File: config.mk
export PLATFORM = sky130hd
export DESIGN_NAME = queue_pop_mux
export DESIGN_NICKNAME = d
export VERILOG_FILES = /design/src/rtl/queue_pop_mux_pkg.sv /design/src/rtl/skid_buffer2.sv /design/src/rtl/queue_pop_mux.sv
export SDC_FILE = /design/constraint.sdc
export NUM_CORES = 1
export LEC_CHECK = 0
export ABC_AREA = 1
export CORE_MARGIN = 3
export CORE_UTILIZATION = 40
export CTS_BUF_LIST = sky130_fd_sc_hd__clkbuf_4 sky130_fd_sc_hd__clkbuf_8
export DETAILED_ROUTE_END_ITERATION = 6
export HOLD_SLACK_MARGIN = 0.02
export PLACE_DENSITY_LB_ADDON = 0.15
export SYNTH_ARGS = -nofsm -noshare
export SYNTH_HDL_FRONTEND = slang
export SYNTH_SLANG_ARGS = --single-unit
File: constraint.sdc
create_clock -name clk -period 3 [get_ports clk]
set_input_delay 0.45 -clock clk [delete_from_list [all_inputs] [get_ports clk]]
set_output_delay 0.45 -clock clk [all_outputs]
set_load 0.01 [all_outputs]
File: src/rtl/queue_pop_mux_pkg.sv
// queue_pop_mux_pkg: shared defaults and output-buffer occupancy encoding
package queue_pop_mux_pkg;
   localparam int QUEUE_QUANTITY_DEF = 4;
   localparam int DATA_BITS_DEF = 8;
   localparam int SEL_BITS = $clog2(QUEUE_QUANTITY_DEF);
   typedef enum logic [1:0] {EMPTY = 2'd0, ONE = 2'd1, TWO = 2'd2} occ_t;
endpackage

File: src/rtl/skid_buffer2.sv
// skid_buffer2: two-entry in-order output buffer, head entry drives rdata
module skid_buffer2
   import queue_pop_mux_pkg::*;
#(
   parameter int WIDTH = 8
) (
   input  logic             clk,
   input  logic             rst,
   input  logic             write,
   input  logic             read,
   input  logic [WIDTH-1:0] wdata,
   output logic [WIDTH-1:0] rdata,
   output occ_t             occupancy,
   output logic             valid
);
   occ_t state_nxt;
   logic rd;
   logic [WIDTH-1:0] mem1;
   assign rd = read & (occupancy != EMPTY);
   always_ff @(posedge clk or negedge rst)
      if (!rst) occupancy <= EMPTY;
      else occupancy <= state_nxt;
   always_comb begin
      state_nxt = occupancy;
      if (write && !rd) state_nxt = (occupancy == EMPTY) ? ONE : TWO;
      else if (rd && !write) state_nxt = (occupancy == TWO) ? ONE : EMPTY;
   end
   always_comb valid = occupancy != EMPTY;
   // the head shifts from mem1 on a read in TWO, otherwise takes the write when it becomes head
   always_ff @(posedge clk or negedge rst)
      if (!rst) begin
         rdata <= '0;
         mem1 <= '0;
      end else begin
         if (rd && occupancy == TWO) rdata <= mem1;
         else if (write && (rd || occupancy == EMPTY)) rdata <= wdata;
         if (write && ((occupancy == ONE && !rd) || (occupancy == TWO && rd))) mem1 <= wdata;
      end
endmodule

File: src/rtl/queue_pop_mux.sv
// queue_pop_mux: pops the granted FIFO when downstream space allows and buffers the word with its source index
module queue_pop_mux
   import queue_pop_mux_pkg::*;
#(
   parameter int QUEUE_QUANTITY = QUEUE_QUANTITY_DEF,
   parameter int DATA_BITS = DATA_BITS_DEF
) (
   input  logic                                clk,
   input  logic                                rst,
   input  logic                                enb,
   input  logic [$clog2(QUEUE_QUANTITY)-1:0]   selector,
   input  logic                                selector_enb,
   input  logic [QUEUE_QUANTITY-1:0]           buf_empty,
   input  logic [QUEUE_QUANTITY*DATA_BITS-1:0] fifo_data,
   output logic [QUEUE_QUANTITY-1:0]           pop,
   output logic [DATA_BITS-1:0]                data_out,
   output logic [$clog2(QUEUE_QUANTITY)-1:0]   dest,
   output logic                                valid_out,
   input  logic                                ready_in,
   output logic [15:0]                         pop_total
);
   localparam int SW = $clog2(QUEUE_QUANTITY);
   localparam logic [SW:0] QQ_W = QUEUE_QUANTITY[SW:0];
   logic inflight, rd, sel_ok, space_ok, pop_en;
   logic [SW-1:0] inflight_idx;
   logic [2:0] load;
   logic [SW+DATA_BITS-1:0] head;
   occ_t occupancy;
   assign rd = valid_out & ready_in;
   // words already buffered or in flight, minus the one leaving now, must leave a free slot
   assign load = {1'b0, occupancy} + {2'b0, inflight} - {2'b0, rd};
   assign space_ok = load < 3'd2;
   assign sel_ok = {1'b0, selector} < QQ_W;
   assign pop_en = rst & enb & selector_enb & sel_ok & space_ok & !buf_empty[selector];
   assign pop = pop_en ? {{(QUEUE_QUANTITY-1){1'b0}}, 1'b1} << selector : '0;
   assign {dest, data_out} = head;
   always_ff @(posedge clk or negedge rst)
      if (!rst) begin
         inflight <= 1'b0;
         inflight_idx <= '0;
         pop_total <= '0;
      end else begin
         inflight <= pop_en;
         inflight_idx <= selector;
         pop_total <= pop_total + {15'd0, pop_en};
      end
   skid_buffer2 #(.WIDTH(SW + DATA_BITS)) u_buf (
      .clk       (clk),
      .rst       (rst),
      .write     (inflight),
      .read      (rd),
      .wdata     ({inflight_idx, fifo_data[inflight_idx*DATA_BITS +: DATA_BITS]}),
      .rdata     (head),
      .occupancy (occupancy),
      .valid     (valid_out)
   );
endmodule

==> run metrics <==
CP max FO 5; Syn Area/Cell 7.68 um^2; final setup skew 4.98 ps; largest net degree at the start of global routing 42; Root Buffer clkbuf_8; post-route ant nets 0; P&R area growth vs syn 45.6%; DIE AREA 6580 um^2; CP Capture Type register; Slowest-stage cell, CP fa_1; Seq cells post-synth 41; Max Cap Viol 0; GRT Residual Overflow 0; final hold vios 0; Top delay family on crit path simple AND/OR/NAND/NOR gates; hold_ws 287 ps; I/O Buffers 73; crit-path most repeated cell inv_2; post-layout min period 2980 ps; wire length per cell 12.1 um; number of flops mapped to enable cells by yosys 0; cell leakage power 1.60 nW; critical path buffer and inverter count 3; Layout Nets 431; via count 2120; RSZ-0062 raised after global routing yes; via/cell ratio 4.67; std cell rows 26; worst slew pin tran 653 ps; first-pass GRT wire length 9050 um; Final Worst Setup Slack 22.3 ps; routability congestion estimate 0.835; die width 81.1 um; Synth Cell Area 2260 um^2; ratio of final minimum period to clock period 0.993; initial DRC count 90; Die H 81.1 um; Worst EP arrival 3170 ps; Worst-Skew Late Latency 290 ps; gr usage total 0.179; initial antenna violation count 0; clock buffers created by TritonCTS 5; Initial Util 0.428; crit-path cells inv_2, nand2_4, inv_2, nor2_2, ha_1, or2_4, fa_1, nand4_1, nor2_2, nand2_2, inv_2, ha_4, ha_4, nand3_4, nor2_4, nand3_2, nand2_1, nand2_1; register area share after synthesis 0.455; CP peak stage delay 470 ps; Inst Count DP 438; Yosys top cell area share 0.455; core area 5270 um^2; CP Launch Type register; Max Slew Vio Count 0; H-tree levels 2; Util after Layout 0.623; Synthesized Nets 342; final setup vio count 0; Yosys warning total 0; Cells after Synth 294; run status complete, no violations; vias in the first global route 2005; Post-synth top cells nand2_1 (118), dfrtp_1 (41), nor2_1 (34); synth unique cells 28; ys flop type dfrtp_1; fraction of layout cells with a size suffix above 1 0.164; Total Wirelength 5510 um; clock transition at the registers of the reported paths 80 ps; area leader, netlist dfrtp_1; clk sinks 41; First-pass DRT Iterations 4; CTS tree done; Synth area leaders dfrtp_1 (45%), nand2_1 (20%), nor2_1 (5.7%), nand3_1 (5.3%), xnor2_1 (2.7%); kind of critical path reg -> reg; Worst Hold Class in -> async; Max Fclk 0.336 GHz; Req. time, crit path 3190 ps; Rel. slew slack 0.564; fraction of registers with async set/reset 1.00; Place WS -614 ps; Remaining DRCs 0; peak supply drop 524 uV; antenna diode count 0; Final HPWL DP 4070 um; count leader, synth nand2_1; io pins 74; power density over the cells 622 nW/um^2; Non-Filler Instances 454; Bufs on Longest Clock Path 2; Tot Pwr 2.04 mW
==> final cells by class <==
| type | count | area [um^2] |
|---|---|---|
| fill | 497 | 1980 |
| multi-input combinational | 227 | 1170 |
| sequential | 41 | 1030 |
| timing repair buffer | 91 | 840 |
| clock buffer | 8 | 97.6 |
| tap | 70 | 87.6 |
| inverter | 17 | 66.3 |
==> flip-flops by register name, indices dropped and copies added, names as in the netlist <==
signal,flops
pop_total,16
u_buf.mem1,10
u_buf.occupancy,2
inflight_idx,2
u_buf.rdata,10
inflight,1
==> path summary, 6_finish.rpt <==
path | start | to | slack [ps] | cells past startpoint
worst min-delay path | rst | u_buf.rdata[1]$_DFFE_PN0P_ | 290 | 2
worst max register to register | u_buf.occupancy[1]$_DFFE_PN0P_ | pop_total[14]$_DFF_PN0_ | 20 | 18
worst max-delay path | u_buf.occupancy[1]$_DFFE_PN0P_ | pop_total[14]$_DFF_PN0_ | 20 | 18
max in group asynchronous | rst | u_buf.occupancy[1]$_DFFE_PN0P_ | 2340 | 2
worst min register to register | u_buf.rdata[6]$_DFFE_PN0P_ | u_buf.rdata[6]$_DFFE_PN0P_ | 480 | 2
min in group clk | u_buf.rdata[6]$_DFFE_PN0P_ | u_buf.rdata[6]$_DFFE_PN0P_ | 480 | 2
==> layout by cell type (no fill, tap or decap) <==
master           Yosys  routed
inv_2                3       6
o21ai_0              1       1
clkbuf_4             0       2
ha_4                 0       2
nand2_1            118     116
buf_4                1      18
inv_1               13      10
dlygate4sd2_1        0       1
o21ai_1             10      10
or2_4                0       1
nand2_4              2       2
nor2_4               0       2
xor2_1               5       5
o21ai_2              2       2
fa_1                 1       1
dfrtp_1             41      40
dfrtp_2              0       1
nand3_2              2       3
nand3_1             24      22
nand3b_1             2       2
buf_2                4       5
nand2_2              2       4
nor2_2               3       6
and2_1               1       1
nand3_4              0       1
ha_1                 4       2
inv_4                1       1
a21oi_1              4       4
clkbuf_8             0       6
nand4_1              3       3
xnor2_1              7       7
clkdlybuf4s50_1      0      67
nor3_4               0       1
nor2_1              34      29
==> kinds of logic after synthesis <==
| logic type | count (synthesis) | share of synthesized area |
|---|---|---|
| AO/OA/AOI/OAI | 17 | 0.0410 |
| XOR/XNOR | 12 | 0.0466 |
| adder cells (fa/ha/maj) | 5 | 0.0310 |
| buffers and inverters | 26 | 0.0632 |
| flip-flops | 41 | 0.455 |
| AND/OR/NAND/NOR | 193 | 0.364 |
==> metrics by stage <==
step	TNS [ps]	instance area (um^2)
floorplan	0	2280
global placement	-7530	3090
detailed placement	-8830	3090
CTS	0	3230
global route	-1250	3290
finish	0	3290
==> routing by layer <==
layer	up-vias	global-route usage	wire [um]
li1	1102	-	-
met1	961	0.230	2470
met2	50	0.296	2750
met3	7	0.0488	241
met4	0	0.0456	51
met5	-	0	0
==> where the power goes <==
group | switching [mW] | internal, mW
Sequential | 0.0895 | 0.688
Clock | 0.186 | 0.206
Combinational | 0.425 | 0.448
==> repair_timing <==
| item | 4_1_cts | 5_1_grt |
|---|---|---|
| hold buffers | 0 | 0 |
| buffers inserted | 5 | 3 |
| endpoints found under the hold margin | 0 | 0 |
| resized for setup | 24 | 9 |
| pin swaps | 5 | 11 |
| endpoints found under the setup margin | 17 | 15 |
| gates cloned | 0 | 0 |
Note: power is estimated with default switching activity, not from simulation.
